File: src/rtl/pipeline_hazard_ctrl_if.sv
// Hazard-controller bundle: pipeline hazard/branch/multi-cycle inputs and stall/flush controls.
// master = pipeline datapath side, slave = pipeline_hazard_ctrl.
interface pipeline_hazard_ctrl_if;
    logic [4:0]  id_rs1;
    logic [4:0]  id_rs2;
    logic        id_uses_rs1;
    logic        id_uses_rs2;
    logic        id_ex_mem_read;
    logic [4:0]  id_ex_rd;
    logic        branch_resolved;
    logic        branch_taken;
    logic [31:0] branch_target;
    logic        mc_start;
    logic        mc_done;

    logic        pc_write;
    logic        if_id_write;
    logic        id_ex_write;
    logic        if_id_flush;
    logic        id_ex_flush;
    logic        ex_mem_bubble;
    logic        pc_sel;
    logic [31:0] pc_target;

    modport master (
        output id_rs1, id_rs2, id_uses_rs1, id_uses_rs2, id_ex_mem_read, id_ex_rd,
               branch_resolved, branch_taken, branch_target, mc_start, mc_done,
        input  pc_write, if_id_write, id_ex_write, if_id_flush, id_ex_flush,
               ex_mem_bubble, pc_sel, pc_target
    );

    modport slave (
        input  id_rs1, id_rs2, id_uses_rs1, id_uses_rs2, id_ex_mem_read, id_ex_rd,
               branch_resolved, branch_taken, branch_target, mc_start, mc_done,
        output pc_write, if_id_write, id_ex_write, if_id_flush, id_ex_flush,
               ex_mem_bubble, pc_sel, pc_target
    );
endinterface

File: src/rtl/pipeline_hazard_ctrl.sv
// Stall/flush/freeze controller for the 5-stage pipeline with multi-cycle EX watchdog.
// Optional event counters enabled by defining HAZARD_PERF_CNT_EN.
module pipeline_hazard_ctrl #(
    parameter int unsigned MC_TIMEOUT = 64
) (
    input  logic                 clk,
    input  logic                 rst,
    pipeline_hazard_ctrl_if.slave hz,
    output logic                 mc_error,
    output logic [31:0]          perf_stall_cnt,
    output logic [31:0]          perf_flush_cnt,
    output logic [31:0]          perf_freeze_cnt
);

    typedef enum logic {StRun, StMcWait} state_e;

    localparam logic [16:0] Timeout = 17'(MC_TIMEOUT);

    state_e      state_q, state_d;
    logic [15:0] mc_cnt_q, mc_cnt_d;
    logic        mc_error_q, mc_error_d;
    logic [16:0] mc_cnt_inc;
    logic        freeze, branch, load_use, rs_match;

    assign mc_cnt_inc = {1'b0, mc_cnt_q} + 17'd1;
    assign mc_error   = mc_error_q;

    always_comb begin
        freeze   = (state_q == StMcWait && !hz.mc_done) ||
                   (state_q == StRun && hz.mc_start && !hz.mc_done);
        rs_match = (hz.id_uses_rs1 && hz.id_rs1 == hz.id_ex_rd) ||
                   (hz.id_uses_rs2 && hz.id_rs2 == hz.id_ex_rd);
        branch   = !freeze && hz.branch_resolved && hz.branch_taken;
        load_use = !freeze && !branch && hz.id_ex_mem_read && hz.id_ex_rd != 5'd0 && rs_match;
    end

    always_comb begin
        state_d    = state_q;
        mc_cnt_d   = mc_cnt_q;
        mc_error_d = mc_error_q;
        case (state_q)
            StRun: begin
                if (hz.mc_start && !hz.mc_done) begin
                    state_d  = StMcWait;
                    mc_cnt_d = 16'd1;
                end
            end
            StMcWait: begin
                if (hz.mc_done) begin
                    state_d = StRun;
                end else begin
                    mc_cnt_d = mc_cnt_inc[15:0];
                    // Entry cycle in RUN was already frozen, so compare the post-increment count.
                    if (mc_cnt_inc == Timeout) begin
                        mc_error_d = 1'b1;
                        state_d    = StRun;
                    end
                end
            end
            default: state_d = StRun;
        endcase
    end

    always_ff @(posedge clk or negedge rst) begin
        if (!rst) begin
            state_q    <= StRun;
            mc_cnt_q   <= 16'd0;
            mc_error_q <= 1'b0;
        end else begin
            state_q    <= state_d;
            mc_cnt_q   <= mc_cnt_d;
            mc_error_q <= mc_error_d;
        end
    end

    // Controls are forced inactive while reset is held, independent of the clock.
    always_comb begin
        hz.pc_write      = 1'b1;
        hz.if_id_write   = 1'b1;
        hz.id_ex_write   = 1'b1;
        hz.if_id_flush   = 1'b0;
        hz.id_ex_flush   = 1'b0;
        hz.ex_mem_bubble = 1'b0;
        hz.pc_sel        = 1'b0;
        hz.pc_target     = 32'd0;
        if (!rst) begin
            hz.pc_write    = 1'b0;
            hz.if_id_write = 1'b0;
            hz.id_ex_write = 1'b0;
        end else if (freeze) begin
            hz.pc_write      = 1'b0;
            hz.if_id_write   = 1'b0;
            hz.id_ex_write   = 1'b0;
            hz.ex_mem_bubble = 1'b1;
        end else if (branch) begin
            hz.pc_sel      = 1'b1;
            hz.pc_target   = hz.branch_target;
            hz.if_id_flush = 1'b1;
            hz.id_ex_flush = 1'b1;
        end else if (load_use) begin
            hz.pc_write    = 1'b0;
            hz.if_id_write = 1'b0;
            hz.id_ex_flush = 1'b1;
        end
    end

`ifdef HAZARD_PERF_CNT_EN
    logic [31:0] stall_cnt_q, flush_cnt_q, freeze_cnt_q;

    always_ff @(posedge clk or negedge rst) begin
        if (!rst) begin
            stall_cnt_q  <= 32'd0;
            flush_cnt_q  <= 32'd0;
            freeze_cnt_q <= 32'd0;
        end else begin
            if (load_use) stall_cnt_q <= stall_cnt_q + 32'd1;
            if (branch)   flush_cnt_q <= flush_cnt_q + 32'd1;
            if (freeze)   freeze_cnt_q <= freeze_cnt_q + 32'd1;
        end
    end

    assign perf_stall_cnt  = stall_cnt_q;
    assign perf_flush_cnt  = flush_cnt_q;
    assign perf_freeze_cnt = freeze_cnt_q;
`else
    assign perf_stall_cnt  = 32'd0;
    assign perf_flush_cnt  = 32'd0;
    assign perf_freeze_cnt = 32'd0;
`endif

endmodule

File: src/flat_wrapper.sv
// flat-port wrapper written by rule: the top's interface ports become plain ports
module pipeline_hazard_ctrl_flat 
#(
    parameter int unsigned MC_TIMEOUT = 64
)
  (clk, rst, mc_error, perf_stall_cnt, perf_flush_cnt, perf_freeze_cnt, hz_id_rs1, hz_id_rs2, hz_id_uses_rs1, hz_id_uses_rs2, hz_id_ex_mem_read, hz_id_ex_rd, hz_branch_resolved, hz_branch_taken, hz_branch_target, hz_mc_start, hz_mc_done, hz_pc_write, hz_if_id_write, hz_id_ex_write, hz_if_id_flush, hz_id_ex_flush, hz_ex_mem_bubble, hz_pc_sel, hz_pc_target);
  pipeline_hazard_ctrl_if hz_i ();
  input  logic clk;
  input  logic rst;
  output logic mc_error;
  output logic [31:0] perf_stall_cnt;
  output logic [31:0] perf_flush_cnt;
  output logic [31:0] perf_freeze_cnt;
  input wire logic [$bits(hz_i.id_rs1)-1:0] hz_id_rs1;
  input wire logic [$bits(hz_i.id_rs2)-1:0] hz_id_rs2;
  input wire logic [$bits(hz_i.id_uses_rs1)-1:0] hz_id_uses_rs1;
  input wire logic [$bits(hz_i.id_uses_rs2)-1:0] hz_id_uses_rs2;
  input wire logic [$bits(hz_i.id_ex_mem_read)-1:0] hz_id_ex_mem_read;
  input wire logic [$bits(hz_i.id_ex_rd)-1:0] hz_id_ex_rd;
  input wire logic [$bits(hz_i.branch_resolved)-1:0] hz_branch_resolved;
  input wire logic [$bits(hz_i.branch_taken)-1:0] hz_branch_taken;
  input wire logic [$bits(hz_i.branch_target)-1:0] hz_branch_target;
  input wire logic [$bits(hz_i.mc_start)-1:0] hz_mc_start;
  input wire logic [$bits(hz_i.mc_done)-1:0] hz_mc_done;
  output wire logic [$bits(hz_i.pc_write)-1:0] hz_pc_write;
  output wire logic [$bits(hz_i.if_id_write)-1:0] hz_if_id_write;
  output wire logic [$bits(hz_i.id_ex_write)-1:0] hz_id_ex_write;
  output wire logic [$bits(hz_i.if_id_flush)-1:0] hz_if_id_flush;
  output wire logic [$bits(hz_i.id_ex_flush)-1:0] hz_id_ex_flush;
  output wire logic [$bits(hz_i.ex_mem_bubble)-1:0] hz_ex_mem_bubble;
  output wire logic [$bits(hz_i.pc_sel)-1:0] hz_pc_sel;
  output wire logic [$bits(hz_i.pc_target)-1:0] hz_pc_target;
  assign hz_i.id_rs1 = hz_id_rs1;
  assign hz_i.id_rs2 = hz_id_rs2;
  assign hz_i.id_uses_rs1 = hz_id_uses_rs1;
  assign hz_i.id_uses_rs2 = hz_id_uses_rs2;
  assign hz_i.id_ex_mem_read = hz_id_ex_mem_read;
  assign hz_i.id_ex_rd = hz_id_ex_rd;
  assign hz_i.branch_resolved = hz_branch_resolved;
  assign hz_i.branch_taken = hz_branch_taken;
  assign hz_i.branch_target = hz_branch_target;
  assign hz_i.mc_start = hz_mc_start;
  assign hz_i.mc_done = hz_mc_done;
  assign hz_pc_write = hz_i.pc_write;
  assign hz_if_id_write = hz_i.if_id_write;
  assign hz_id_ex_write = hz_i.id_ex_write;
  assign hz_if_id_flush = hz_i.if_id_flush;
  assign hz_id_ex_flush = hz_i.id_ex_flush;
  assign hz_ex_mem_bubble = hz_i.ex_mem_bubble;
  assign hz_pc_sel = hz_i.pc_sel;
  assign hz_pc_target = hz_i.pc_target;
  pipeline_hazard_ctrl #(.MC_TIMEOUT(MC_TIMEOUT)) u_core (.clk(clk), .rst(rst), .hz(hz_i), .mc_error(mc_error), .perf_stall_cnt(perf_stall_cnt), .perf_flush_cnt(perf_flush_cnt), .perf_freeze_cnt(perf_freeze_cnt));
endmodule
File: config.mk
export PLATFORM = sky130hd
export DESIGN_NAME = pipeline_hazard_ctrl_flat
export DESIGN_NICKNAME = d
export VERILOG_FILES = /design/src/rtl/pipeline_hazard_ctrl_if.sv /design/src/rtl/pipeline_hazard_ctrl.sv /design/src/flat_wrapper.sv
export SDC_FILE = /design/constraint.sdc
export NUM_CORES = 1
export LEC_CHECK = 0
export BUFFER_PORTS_ARGS = -buffer_cell sky130_fd_sc_hd__buf_2
export CAP_MARGIN = 20
export CORE_MARGIN = 5
export CORE_UTILIZATION = 30
export CTS_CLUSTER_DIAMETER = 40
export DETAILED_ROUTE_END_ITERATION = 16
export PLACE_DENSITY = 0.68
export SLEW_MARGIN = 25
export SYNTH_ARGS = -nofsm -noshare
export SYNTH_HDL_FRONTEND = slang
export SYNTH_SLANG_ARGS = --single-unit
File: constraint.sdc
create_clock -name clk -period 2.2 [get_ports clk]
set_clock_uncertainty 0.1 [all_clocks]
set_input_delay 0.66 -clock clk [delete_from_list [all_inputs] [get_ports clk]]
set_output_delay 0.66 -clock clk [all_outputs]
set_load 0.05 [all_outputs]
== After elaboration in Yosys (flattened, before gate mapping) ==
Cells that the tools add are included.

* Output and inout port bits: 136
* Logic and storage cells: 56
* Flip-flop bits (word level): 18
* Bits of input ports: 56

* Eq/ne operators: 5
* Bitwise gates (word level): 2
* Muxes and demuxes: 25
* Reduce and logical (&&, ||, !) cells: 20
* Add/subtract/negate cells: 1

{| class="wikitable"
|+ Operator list
! operator !! number
|-
| $mux 32 || 3
|-
| $mux 16 || 2
|-
| $pmux 16 s2 || 1
|-
| $mux 1 || 18
|-
| $add 16x1->17 const B || 1
|-
| $eq 17x7->1 const B || 1
|-
| $logic_and 1x1->1 || 12
|-
| $eq 5x5->1 || 2
|-
| $reduce_bool 5->1 || 1
|-
| $ne 2x2->1 const B || 2
|-
| $logic_not 1->1 || 3
|-
| $reduce_and 3->1 || 1
|-
| $logic_or 1x1->1 || 2
|-
| $not 1->1 || 2
|-
| $pmux 1 s2 || 1
|-
| $reduce_and 2->1 || 1
|}

== Depth between registers and ports, before layout ==
* Depth in word-level cells: 16
* Depth in mapped cells: 6
* Mapped depth without buffers: 6

== Worst setup path after synthesis ==
Ideal clock, no wire load.

* Path type: input port to output port
* Start: input port hz_id_ex_rd[1]
* End: output port hz_pc_write
* Arrival time: 2.428 ns
* Stages on the path: 5
* Required time: 1.440 ns
* Path slack: -0.988 ns
* Path buffers: 1
* Cells stage by stage: or4_1 -> o2111ai_1 -> a21oi_1 -> nor2_1 -> buf_4

* Longest elaborated chain between the ends: 8
* Elaborated cells between the ends (all ways): 12
* Those cells by class: 2 x eq/ne; 4 x mux; 6 x reduce/logical

{| class="wikitable"
|+ RTL lines
! what !! line !! text
|-
| from (decl) || flat_wrapper.sv:19 || <nowiki>input wire logic [$bits(hz_i.id_ex_rd)-1:0] hz_id_ex_rd;</nowiki>
|-
| $eq 5x5->1 (on tied branches) || pipeline_hazard_ctrl.sv:31, pipeline_hazard_ctrl.sv:32 ||
|-
| $logic_and 1x1->1 (on tied branches) || pipeline_hazard_ctrl.sv:31, pipeline_hazard_ctrl.sv:32 ||
|-
| $logic_or 1x1->1 || pipeline_hazard_ctrl.sv:31 || <nowiki>rs_match = (hz.id_uses_rs1 && hz.id_rs1 == hz.id_ex_rd) ||</nowiki>
|-
| $logic_and 1x1->1 (*) || pipeline_hazard_ctrl.sv:34 || <nowiki>load_use = !freeze && !branch && hz.id_ex_mem_read && hz.id_ex_rd != 5'd0 && rs_match;</nowiki>
|-
| $mux 1 (*) (4 in series) || n/a ||
|-
| to (decl) || flat_wrapper.sv:25 || <nowiki>output wire logic [$bits(hz_i.pc_write)-1:0] hz_pc_write;</nowiki>
|}

Mark *: on every way between the ends. The rest lies on a longest branch, timed or not.

== Worst setup path in the final report ==
* Start: input port hz_id_ex_rd[1]
* End: output port hz_id_ex_flush

* Longest elaborated chain between the ends: 8
* Elaborated cells between the ends (all ways): 12
* Those cells by class: 2 x eq/ne; 4 x mux; 6 x reduce/logical

{| class="wikitable"
|+ RTL lines
! what !! line !! text
|-
| $eq 5x5->1 (on tied branches) || pipeline_hazard_ctrl.sv:31, pipeline_hazard_ctrl.sv:32 ||
|-
| $logic_and 1x1->1 (on tied branches) || pipeline_hazard_ctrl.sv:31, pipeline_hazard_ctrl.sv:32 ||
|-
| $logic_or 1x1->1 || pipeline_hazard_ctrl.sv:31 ||
|-
| $logic_and 1x1->1 (*) || pipeline_hazard_ctrl.sv:34 ||
|-
| $mux 1 (*) || pipeline_hazard_ctrl.sv:100 || <nowiki>end else if (load_use) begin</nowiki>
|-
| $mux 1 (*) || pipeline_hazard_ctrl.sv:95 || <nowiki>end else if (branch) begin</nowiki>
|-
| $mux 1 (*) || pipeline_hazard_ctrl.sv:90 || <nowiki>end else if (freeze) begin</nowiki>
|-
| $mux 1 (*) || pipeline_hazard_ctrl.sv:86 || <nowiki>if (!rst) begin</nowiki>
|-
| to (decl) || flat_wrapper.sv:29 || <nowiki>output wire logic [$bits(hz_i.id_ex_flush)-1:0] hz_id_ex_flush;</nowiki>
|}

Marks and branches as above.

==> parameters.txt <==
Parameter                              Value

Outcome
  Result of the run ... complete, but fails checks
  Violations in the final reports ... negative setup slack

Yosys
  Mapped Avg Cell Area ... around 7.6 um^2
  Most instantiated flip-flop cell in the synthesis netlist ... dfrtp_1
  Netlist Area Pre-Place ... ~2300 um^2
  Register bit total from synthesis ... 18
  Number of distinct library cell variants in the gate-level netlist after synthesis ... a little over 40
  Sequential-to-total area share from yosys stat ... ~20%
  Post-synth EDFFs ... 0
  Post-synthesis cell count ... 300
  Fraction of synthesis flops using an asynchronous set or reset pin ... 100%
  Warning count from the yosys run ... 0

Job
  Max cap viols ... 0

Route
  Wirelength per Cell ... between 10 and 15 um
  First-pass iteration count of the detailed router ... 4
  Final wirelength ... about 7500 um
  Wire length on met1 ... between 2000 and 3000 um
  Routed length on met3 ... between 500 and 600 um
  Drt initial violations ... 64
  Via count ... roughly 2200
  Routed wl met2 ... 4010 um
  Post-route ant nets ... 0
  Remaining DRCs ... 0
  Top routing layer used ... met4
  Via density per instance ... ~4.3

Cells and area
  Final Instance Count excl. Fillers ... slightly above 500
  Area growth, synth to finish ... 53.3%
  Core Util, Final ... a little under half
  Most frequent standard cell in the layout excluding fill and tap cells ... conb_1
  Post-route cell area ... 3490 um^2
  Ant. Diodes ... 0
  Final #Nets ... between 400 and 500
  Highest-count cells in the layout ignoring fill and taps ... conb_1 (96), buf_2 (52), buf_8 (38)
  Share of post-route cells with drive strength above 1 ... roughly 43%

Clock tree
  CTS root buf ... clkbuf_8
  Maximum clock path buffer count ... 2
  Clock latency at the later pin of the worst-skew pair ... between 0.2 and 0.3 ns
  # H-tree levels ... 1
  TritonCTS clock tree ... built
  Cts bufs inserted ... 3
  TritonCTS Sinks ... 18
  Clock-pin transition on the worst setup and hold timing paths ... roughly 0.070 ns

Floorplan
  Count of boundary I/O pins ... between 150 and 200
  Die span in x ... just under 100 um
  Standard-cell row count ... 31
  Placeable Area ... 7330 um^2
  Height of the chip ... ~100 um
  Total Die Area ... 9440 um^2
  Starting Density ... a little under a third

Critical path
  Maximum fanout count along the critical path ... 3
  Ordered cell list for the critical path ... buf_8 -> or4_4 -> o2111ai_2 -> a21oi_2 -> o21a_2 -> buf_6
  FF-to-FF Start ... u_core.mc_cnt_q[7]
  Critical path launch point ... hz_id_ex_rd[1]
  Req. time, crit path ... about 1.4 ns
  Delay contributed by the slowest stage of the critical path ... around 0.52 ns
  Endpoint class of the critical path ... primary output
  Slack of the worst reg-to-reg path ... ~0.13 ns
  Crit-path slowest cell ... or4_4
  Endpoint of the worst register-to-register path ... u_core.mc_error
  Worst Reg-to-Reg Cells ... 5
  Critical path launch point type ... primary input
  Worst EP arrival ... roughly 1.9 ns
  WS Path Type ... primary input to primary output
  Destination of the critical timing path ... hz_id_ex_flush

Power and ir drop
  Worst voltage drop across the vdd grid ... 0.000479 V
  LEAKAGE ... ~1.7 nW
  Power per Cell Area ... 417 nW/um^2

Worst hold path
  Startpoint of the most critical hold path ... u_core.mc_error
  Worst min path class ... register to register
  Number of instances on the worst hold path ... 1

Placed design
  Last weighted congestion value of the routability-driven placer ... approximately 0.87
  Dpl ws ... -0.563 ns
  Number of buffers added on ports ... 95
  Number of instances in the placed design ... approximately 500
  Detailed-placement wirelength estimate ... 5220 um
  Placed cell areas ... 2770 um^2

Global route
  Initial antenna violation count ... 0
  Total congestion overflow after global routing ... 0
  Largest net degree at the start of global routing ... 20
  Overall routing resource usage ... roughly 14%
  First-pass GRT wire length ... between 10000 and 15000 um
  Number of global-route vias before repair ... about 2100

STA
  Setup-violating endpoint count in the final report ... 37
  Number of max-slew violations in the final report ... 0
  Post-route fraction of the period consumed by the critical path ... 121%
  Final hold viol count ... 0
  RSZ-0062 raised after global routing ... yes
  Worst path setup slack after routing ... -0.472 ns
  Hold Slack ... 0.378 ns
  Max Clock Freq ... roughly 370 MHz
  Clock period minus final worst setup slack ... between 2 and 3 ns
[layout make-up]
type | instances | area, um^2
timing repair buffer | 131 | 1320
tap | 99 | 124
inverter | 3 | 13.8
multi-input combinational | 263 | 1530
sequential | 18 | 450
clock buffer | 4 | 55.1
fill | 657 | 3840
[routing by layer]
| metal | global-route usage [%] | vias to the layer above |
|---|---|---|
| met4 | 1.30 | 0 |
| met3 | 3.23 | 7 |
| li1 | - | 1064 |
| met2 | 26.3 | 107 |
| met1 | 15.9 | 1026 |
| met5 | 0 | - |
[cells by family (layout without fill, tap and decap cells)]
group           Yosys count  count (layout)  synth area share [%]
mux                       1               1                 0.439
xor+xnor                 13              13                  5.00
other cells               1              96                 0.165
buf+inv                 114             138                  35.1
simple gates            101             101                  25.2
compound gates           50              50                  13.3
flops                    18              18                  19.8
fa+ha+maj                 2               2                  1.10
[registers in the layout, summed over array words and instances, names as in the netlist]
name and count:
u_core.mc_error 1, u_core.mc_cnt_q 16, u_core.state_q 1
[stage by stage]
stage	power (mW)	setup TNS [ns]
CTS	1.44	-11.18
finish	1.46	-9.41
global route	1.52	-11.22
global placement	1.07	-11.24
floorplan	1.08	-1.51
detailed placement	1.07	-11.63
[cells in the mapped netlist, types with 6 or more instances]
cell type	number	area share (%)
a21oi_1	6	1.3
o21ai_0	24	5.3
nand3_1	9	2.0
nand2_1	12	2.0
xor2_1	10	3.8
nor4_1	6	1.6
clkbuf_1	9	1.5
dfrtp_1	18	20
nor2_1	18	3.0
buf_4	98	32
and2_1	34	9.3
a31oi_1	6	1.6
[worst max-delay path, delay by kind of cell]
family / cells / cell delay [ns]
AND/OR/NAND/NOR: 1 / 0.52
buffers and inverters: 2 / 0.25
AO/OA/AOI/OAI: 3 / 0.48
[report_power, final]
group	leakage, nW	internal [mW]	switching (mW)
clock	0.0288	0.159	0.119
combinational	1.46	0.219	0.594
sequential	0.246	0.348	0.0173
[what timing repair did]
action	CTS	global route
hold buffers	0	0
cloned	3	2
setup endpoints to repair	39	41
hold endpoints to repair	0	0
gates resized for setup	123	33
setup buffers	9	4
pin swaps	10	21
[worst min-delay path by stage]
stage,slack (ns),endpoint
final,0.38,u_core.mc_error
after global routing,0.41,u_core.mc_error
after CTS,0.39,u_core.mc_error
after detailed placement,0.37,u_core.mc_error
after floorplan,0.26,u_core.mc_cnt_q[0]
after global placement,0.36,u_core.mc_error
(Power assumes the default switching activity.)
